[config.mk]
export PLATFORM = sky130hd
export DESIGN_NAME = moving_average_stream_source_flat
export DESIGN_NICKNAME = d
export VERILOG_FILES = /design/src/rtl/moving_average_stream_source_if.sv /design/src/rtl/moving_average_stream_source.sv /design/src/flat_wrapper.sv
export SDC_FILE = /design/constraint.sdc
export NUM_CORES = 1
export LEC_CHECK = 0
export ABC_AREA = 1
export ABC_CLOCK_PERIOD_IN_PS = 4100
export BUFFER_PORTS_ARGS = -buffer_cell sky130_fd_sc_hd__buf_4
export CORE_MARGIN = 2
export CORE_UTILIZATION = 45
export CTS_CLUSTER_DIAMETER = 100
export DETAILED_ROUTE_END_ITERATION = 6
export PLACE_DENSITY = 0.75
export SLEW_MARGIN = 20
export SYNTH_ARGS = -nofsm -noshare
export SYNTH_HDL_FRONTEND = slang
export SYNTH_SLANG_ARGS = --single-unit
export TNS_END_PERCENT = 5
[constraint.sdc]
create_clock -name clk -period 4.1 [get_ports clk]
set_input_delay 0 -clock clk [delete_from_list [all_inputs] [get_ports clk]]
set_output_delay 0 -clock clk [all_outputs]
set_load 0.01 [all_outputs]
[src/rtl/moving_average_stream_source_if.sv]
// Valid/ready sample stream carried into the moving-average block.
// master = transmitter (drives data/valid), slave = receiver (drives ready).
interface moving_average_stream_source_if #(
    parameter int DATA_W = 64
) ();
    logic [DATA_W-1:0] data;
    logic              valid;
    logic              ready;

    modport master (output data, output valid, input ready);
    modport slave  (input data, input valid, output ready);
endinterface

[src/rtl/moving_average_stream_source.sv]
// Programmable stream sample source: constant, ramp or Galois-LFSR pattern,
// a configured number of beats per start pulse, with backpressure and abort.
module moving_average_stream_source #(
    parameter int              DATA_W    = 64,
    parameter int              CNT_W     = 16,
    parameter logic [DATA_W-1:0] LFSR_POLY = DATA_W'(64'hD800000000000000)
) (
    input  logic              clk,
    input  logic              reset,
    input  logic              start,
    input  logic [1:0]        mode,
    input  logic [DATA_W-1:0] base,
    input  logic [DATA_W-1:0] step,
    input  logic [CNT_W-1:0]  count,
    input  logic              abort,
    moving_average_stream_source_if.master datastrm,
    output logic              busy,
    output logic              done,
    output logic              aborted,
    output logic [CNT_W-1:0]  sent
);

    typedef enum logic [1:0] {
        S_IDLE,
        S_RUN,
        S_DONE
    } state_t;

    localparam logic [1:0] MODE_RAMP = 2'd1;
    localparam logic [1:0] MODE_LFSR = 2'd2;

    state_t            state_q, state_d;
    logic [1:0]        mode_q;
    logic [DATA_W-1:0] step_q;
    logic [DATA_W-1:0] data_q;
    logic [CNT_W-1:0]  rem_q;
    logic              abort_pend_q;
    logic              aborted_q;
    logic [CNT_W-1:0]  sent_q;

    logic hs;
    logic last_beat;
    logic abort_eff;

    function automatic logic [DATA_W-1:0] first_sample(input logic [1:0] m,
                                                       input logic [DATA_W-1:0] b);
        // An all-zero LFSR state would lock up, so seed it with 1 instead.
        if (m == MODE_LFSR && b == '0)
            return DATA_W'(1);
        return b;
    endfunction

    function automatic logic [DATA_W-1:0] next_sample(input logic [1:0] m,
                                                      input logic [DATA_W-1:0] d,
                                                      input logic [DATA_W-1:0] s);
        case (m)
            MODE_RAMP: return d + s;
            MODE_LFSR: return (d >> 1) ^ (d[0] ? LFSR_POLY : '0);
            default:   return d;
        endcase
    endfunction

    assign hs        = (state_q == S_RUN) && datastrm.ready;
    assign last_beat = (rem_q == CNT_W'(1));
    // Abort seen in the same cycle as a handshake ends the run on that beat.
    assign abort_eff = abort_pend_q | abort;

    always_ff @(posedge clk or negedge reset) begin
        if (!reset)
            state_q <= S_IDLE;
        else
            state_q <= state_d;
    end

    always_comb begin
        state_d = state_q;
        case (state_q)
            S_IDLE: begin
                if (start)
                    state_d = (count == '0) ? S_DONE : S_RUN;
            end
            S_RUN: begin
                if (hs && (last_beat || abort_eff))
                    state_d = S_DONE;
            end
            S_DONE:  state_d = S_IDLE;
            default: state_d = S_IDLE;
        endcase
    end

    always_ff @(posedge clk or negedge reset) begin
        if (!reset) begin
            mode_q       <= '0;
            step_q       <= '0;
            data_q       <= '0;
            rem_q        <= '0;
            abort_pend_q <= 1'b0;
            aborted_q    <= 1'b0;
            sent_q       <= '0;
        end else begin
            case (state_q)
                S_IDLE: begin
                    if (start) begin
                        mode_q       <= mode;
                        step_q       <= step;
                        rem_q        <= count;
                        data_q       <= first_sample(mode, base);
                        sent_q       <= '0;
                        aborted_q    <= 1'b0;
                        abort_pend_q <= 1'b0;
                    end
                end
                S_RUN: begin
                    if (abort)
                        abort_pend_q <= 1'b1;
                    if (hs) begin
                        if (sent_q != '1)
                            sent_q <= sent_q + CNT_W'(1);
                        rem_q  <= rem_q - CNT_W'(1);
                        data_q <= next_sample(mode_q, data_q, step_q);
                        if (last_beat || abort_eff) begin
                            aborted_q    <= abort_eff;
                            abort_pend_q <= 1'b0;
                        end
                    end
                end
                S_DONE:  abort_pend_q <= 1'b0;
                default: abort_pend_q <= 1'b0;
            endcase
        end
    end

    assign datastrm.data  = data_q;
    assign datastrm.valid = (state_q == S_RUN);
    assign busy           = (state_q == S_RUN);
    assign done           = (state_q == S_DONE);
    assign aborted        = aborted_q;
    assign sent           = sent_q;

endmodule

[src/flat_wrapper.sv]
// flat-port wrapper written by rule: the top's interface ports become plain ports
module moving_average_stream_source_flat 
#(
    parameter int              DATA_W    = 64,
    parameter int              CNT_W     = 16,
    parameter logic [DATA_W-1:0] LFSR_POLY = DATA_W'(64'hD800000000000000)
)
  (clk, reset, start, mode, base, step, count, abort, busy, done, aborted, sent, datastrm_data, datastrm_valid, datastrm_ready);
  moving_average_stream_source_if #(.DATA_W(DATA_W)) datastrm_i ();
  input  logic clk;
  input  logic reset;
  input  logic start;
  input  logic [1:0] mode;
  input  logic [DATA_W-1:0] base;
  input  logic [DATA_W-1:0] step;
  input  logic [CNT_W-1:0] count;
  input  logic abort;
  output logic busy;
  output logic done;
  output logic aborted;
  output logic [CNT_W-1:0] sent;
  output wire logic [$bits(datastrm_i.data)-1:0] datastrm_data;
  output wire logic [$bits(datastrm_i.valid)-1:0] datastrm_valid;
  input wire logic [$bits(datastrm_i.ready)-1:0] datastrm_ready;
  assign datastrm_data = datastrm_i.data;
  assign datastrm_valid = datastrm_i.valid;
  assign datastrm_i.ready = datastrm_ready;
  moving_average_stream_source #(.DATA_W(DATA_W), .CNT_W(CNT_W), .LFSR_POLY(LFSR_POLY)) u_core (.clk(clk), .reset(reset), .start(start), .mode(mode), .base(base), .step(step), .count(count), .abort(abort), .datastrm(datastrm_i), .busy(busy), .done(done), .aborted(aborted), .sent(sent));
endmodule
==> results.rst <==
.. list-table::
   :header-rows: 1

   * - Metric
     - Value
   * - Net switching share of the total power
     - 0.5673
   * - Crit-path cells
     - nor2_2 > nand2_2 > inv_2 > nor2_2 > inv_4 > nand2_8 > nor2_4 > nand2_2 > nor2_1 > a21oi_1 > nor3_2
   * - Setup TNS
     - 0 ns
   * - Main flop type after synthesis
     - sky130_fd_sc_hd__dfrtp_1
   * - Unrepaired setup endpoints after global routing
     - no
   * - Row cnt
     - between 60 and 70
   * - Layout cell share with drive strength beyond 1
     - 0.1269
   * - Setup slack after layout
     - about 1.4 ns
   * - Total of cells resized after clock tree synthesis
     - 0
   * - Crit start category
     - flip-flop
   * - Hold path cells
     - 4
   * - CTS tree
     - built
   * - Max_slew headroom
     - 0.3494
   * - First-pass GRT wire length
     - 83820 um
   * - Count of flip-flops with a built-in enable after synthesis
     - 0
   * - Final cycle utilization of the critical path
     - 0.6606
   * - Vias per cell
     - between 5 and 6
   * - Hold Crit Endpoint
     - u_core.aborted
   * - Clock latency at the later pin of the worst-skew pair
     - 0.46 ns
   * - Timing-limited maximum frequency
     - between 0.3 and 0.4 GHz
   * - FF+latch count, synth
     - 166
   * - Worst Path Max Fanout
     - 32
   * - Final critical delay including setup and external delays
     - 2.708 ns
   * - Maximum number of pins on one net before global-route repair
     - 98
   * - Overflow left after global routing
     - 0
   * - Via count of the first global-routing pass
     - around 16000
   * - Ys async rst share
     - 1.000
   * - Estimated wirelength of the detail-placed design
     - between 30000 and 40000 um
   * - Gpl congestion
     - approximately 1.0
   * - Number of optimization iterations in the first detailed-route pass
     - 7
   * - Count of cells along the worst register-to-register path
     - 11
   * - Chip Width
     - ~180 um
   * - Average footprint of a synthesized cell
     - approximately 6.0 um^2
   * - Total number of H-tree levels
     - 4
   * - Count of final hold-check violations
     - 0
   * - Worst hold path type
     - in -> reg
   * - Data required, critical path
     - roughly 4.4 ns
   * - Setup slack, reg-to-reg
     - around 1.4 ns
   * - Sequential area share after synthesis
     - 0.2913
   * - Remaining number of nets flagged by the antenna check after routing
     - 0
   * - Buffers from clock root to sink, at most
     - 2
   * - Proportion of netlist area held by the largest area contributor
     - 0.2913
   * - Count of cell types in the netlist
     - 54
   * - Count of unresolved DRC violations after routing
     - 0
   * - TritonCTS buffer count
     - 17
   * - Initial core utilization
     - 0.4542
   * - Critical path start-end classification
     - reg -> reg
   * - Worst hold path startpoint
     - abort
   * - Main area contributors after synthesis
     - sky130_fd_sc_hd__dfrtp_1, sky130_fd_sc_hd__nand2_1, sky130_fd_sc_hd__inv_1
   * - Total global-route track usage
     - 0.3222
   * - Reported max-cap violation count
     - 0
   * - Die Ht
     - between 150 and 200 um
   * - Area added between synthesis and finish
     - 29.84%
   * - Run status
     - finished, final reports clean
   * - CTS clk-pin slew, worst paths
     - about 0.080 ns
   * - Average wire per cell in the routed design
     - roughly 17 um
   * - Floorplan Core Area
     - 31390 um^2
   * - Synthesized netlist cell count
     - roughly 2400
   * - Clock root buffer master
     - sky130_fd_sc_hd__clkbuf_16
   * - End-of-flow core utilization
     - 0.5898
   * - Leakage power figure
     - just over 10 nW
   * - Worst-case clock skew
     - 0.01873 ns
   * - CTS sink count
     - 166
   * - Sequential Power Share
     - 0.179
   * - Nets
     - ~2900
   * - Overall die area
     - ~33000 um^2
   * - Count of synthesis-stage warnings from yosys
     - 0
   * - Peak supply drop
     - just over 0.5 mV
   * - Violation count after the first detailed-route iteration
     - between 1000 and 1500
   * - Net switching power
     - around 9.9 mW
   * - Final number of max-transition violations
     - 0
   * - Number of antenna violations at the first check in global routing
     - 2
   * - Count of final setup violators
     - 0
   * - Largest area contributor in the synthesized netlist
     - sky130_fd_sc_hd__dfrtp_1
   * - Post-synth net total
     - 2598
   * - Combinational fraction of design power
     - 0.719
   * - Cell-internal power
     - ~7.6 mW
   * - Fin Hold WS
     - between 0.01 and 0.015 ns
   * - Detailed Route WL
     - ~53000 um
   * - Post-place setup slack
     - 1.418 ns
   * - Routed via count
     - 16360
   * - Power share of the clock group
     - 0.103
   * - Port Buffers
     - 234
   * - End of the worst register-to-register path
     - u_core.sent[9]
   * - Worst EP arrival
     - just over 3 ns
   * - Worst-path cell with the longest stage delay
     - sky130_fd_sc_hd__nand2_2
   * - Cell area after technology mapping
     - about 14000 um^2
   * - Power, Total
     - ~18 mW
   * - Ratio of total power to cell area
     - about 950 nW/um^2
   * - Delay of the slowest cell on the worst path
     - 0.59 ns
   * - R2r startpoint
     - u_core.state_q[1]
   * - Worst Max-Slew Pin Slew
     - 0.9760 ns
   * - Top Ports
     - between 200 and 250
   * - CP Capture Type
     - flip-flop
==> sequential cells by signal, summed over array words and instances (netlist names) <==
register              flops
u_core.mode_q             2
u_core.state_q            2
u_core.abort_pend_q       1
u_core.sent              16
u_core.datastrm.data     64
u_core.aborted            1
u_core.step_q            64
u_core.rem_q             16
==> cell families (layout without fill, tap and decap cells) <==
group / count (synthesis) / in the layout / synth area share
and+or+nand+nor: 1365 / 1365 / 0.3951
buffers and inverters: 456 / 820 / 0.1214
AOI/OAI and AO/OA: 290 / 290 / 0.1110
DFF: 166 / 166 / 0.2913
adders and majority gates: 68 / 68 / 0.06020
xor gates and xnor gates: 34 / 34 / 0.02088
other: 0 / 2 / 0
==> stage by stage <==
stage	instance area (um^2)	std cells
floorplan	14260	2379
global placement	16380	2964
detailed placement	16380	2964
CTS	18510	3145
global route	18510	3146
finish	18510	3147
==> cell type report <==
cell class | count | area (um^2)
diodes | 2 | 5.005
clock buffers | 19 | 452.9
clock inverters | 13 | 183.9
fillers | 3069 | 12880
inverters | 393 | 1480
multi-input cells | 1757 | 8381
flip-flops and latches | 166 | 4154
well taps | 402 | 503.0
repair buffers | 395 | 3354
==> power by group through the flow <==
stage | combinational [mW] | sequential [mW] | clock (mW)
after floorplan | 8.42 | 3.07 | 0
after global placement | 12.1 | 3.09 | 0
after detailed placement | 12.3 | 3.11 | 0
after CTS | 12.4 | 3.10 | 1.82
after global routing | 14.1 | 3.22 | 1.88
final | 12.6 | 3.13 | 1.80
==> critical path, delay by kind of cell (launching register included) <==
kind            cells  cell delay, ns
compound gates      1            0.16
buf+inv             2            0.31
flops               1            0.43
simple gates        8            1.64
==> layer usage <==
metal,global-route usage,part of all wire
met1,0.4295,0.45
met2,0.5456,0.47
met3,0.05215,0.060
met4,0.08129,0.019
met5,0,0
==> synth_stat cells, types with 6 or more instances <==
cell,instances
sky130_fd_sc_hd__a22oi_1,20
sky130_fd_sc_hd__clkbuf_1,38
sky130_fd_sc_hd__inv_2,18
sky130_fd_sc_hd__nand2_2,6
sky130_fd_sc_hd__xnor2_1,9
sky130_fd_sc_hd__a21oi_1,166
sky130_fd_sc_hd__nand2_1,928
sky130_fd_sc_hd__nor2_2,18
sky130_fd_sc_hd__nand3b_1,6
sky130_fd_sc_hd__nand4_1,14
sky130_fd_sc_hd__o21ai_0,66
sky130_fd_sc_hd__nor2_1,229
sky130_fd_sc_hd__buf_1,17
sky130_fd_sc_hd__inv_1,370
sky130_fd_sc_hd__o21ai_1,7
sky130_fd_sc_hd__xor2_1,25
sky130_fd_sc_hd__nor4_1,20
sky130_fd_sc_hd__nor3_1,24
sky130_fd_sc_hd__nor3_2,7
sky130_fd_sc_hd__dfrtp_1,166
sky130_fd_sc_hd__ha_1,67
sky130_fd_sc_hd__nand3_1,91
==> repair_timing <==
action / 4_1_cts / 5_1_grt
hold buffers: 149 / 0
endpoints found under the hold margin: 245 / 0
setup buffers: 0 / 0
==> worst max-delay path by stage <==
| stage | to | slack [ns] | cells past startpoint | start |
|---|---|---|---|---|
| after global placement | u_core.datastrm.data[44] | 1.51 | 16 | u_core.datastrm.data[0] |
| final | u_core.sent[9] | 1.39 | 11 | u_core.state_q[1] |
| after global routing | u_core.datastrm.data[30] | 1.12 | 13 | u_core.datastrm.data[0] |
| after detailed placement | u_core.datastrm.data[44] | 1.42 | 16 | u_core.datastrm.data[0] |
| after floorplan | u_core.datastrm.data[60] | 1.89 | 16 | u_core.datastrm.data[0] |
| after CTS | u_core.datastrm.data[44] | 1.41 | 16 | u_core.datastrm.data[0] |
==> cell usage in the layout (no fill, tap or decap), types with 4 or more instances in the layout <==
| cell type | count |
|---|---|
| sky130_fd_sc_hd__nand2_1 | 928 |
| sky130_fd_sc_hd__inv_1 | 370 |
| sky130_fd_sc_hd__buf_4 | 244 |
| sky130_fd_sc_hd__nor2_1 | 229 |
| sky130_fd_sc_hd__a21oi_1 | 166 |
| sky130_fd_sc_hd__dfrtp_1 | 166 |
| sky130_fd_sc_hd__dlygate4sd3_1 | 149 |
| sky130_fd_sc_hd__nand3_1 | 91 |
| sky130_fd_sc_hd__ha_1 | 67 |
| sky130_fd_sc_hd__o21ai_0 | 66 |
| sky130_fd_sc_hd__xor2_1 | 25 |
| sky130_fd_sc_hd__nor3_1 | 24 |
| sky130_fd_sc_hd__a22oi_1 | 20 |
| sky130_fd_sc_hd__nor4_1 | 20 |
| sky130_fd_sc_hd__nor2_2 | 18 |
| sky130_fd_sc_hd__inv_2 | 17 |
| sky130_fd_sc_hd__clkbuf_16 | 17 |
| sky130_fd_sc_hd__nand4_1 | 14 |
| sky130_fd_sc_hd__xnor2_1 | 9 |
| sky130_fd_sc_hd__nor3_2 | 7 |
| sky130_fd_sc_hd__o21ai_1 | 7 |
| sky130_fd_sc_hd__nand2_2 | 6 |
| sky130_fd_sc_hd__nand3b_1 | 6 |
| sky130_fd_sc_hd__nor2_4 | 5 |
| sky130_fd_sc_hd__nand3_2 | 5 |
| sky130_fd_sc_hd__o211ai_1 | 5 |
| sky130_fd_sc_hd__a31oi_1 | 4 |
| sky130_fd_sc_hd__o22ai_1 | 4 |
| sky130_fd_sc_hd__clkinv_1 | 4 |
| sky130_fd_sc_hd__inv_8 | 4 |
No activity file was read; power rests on OpenSTA's default activity.
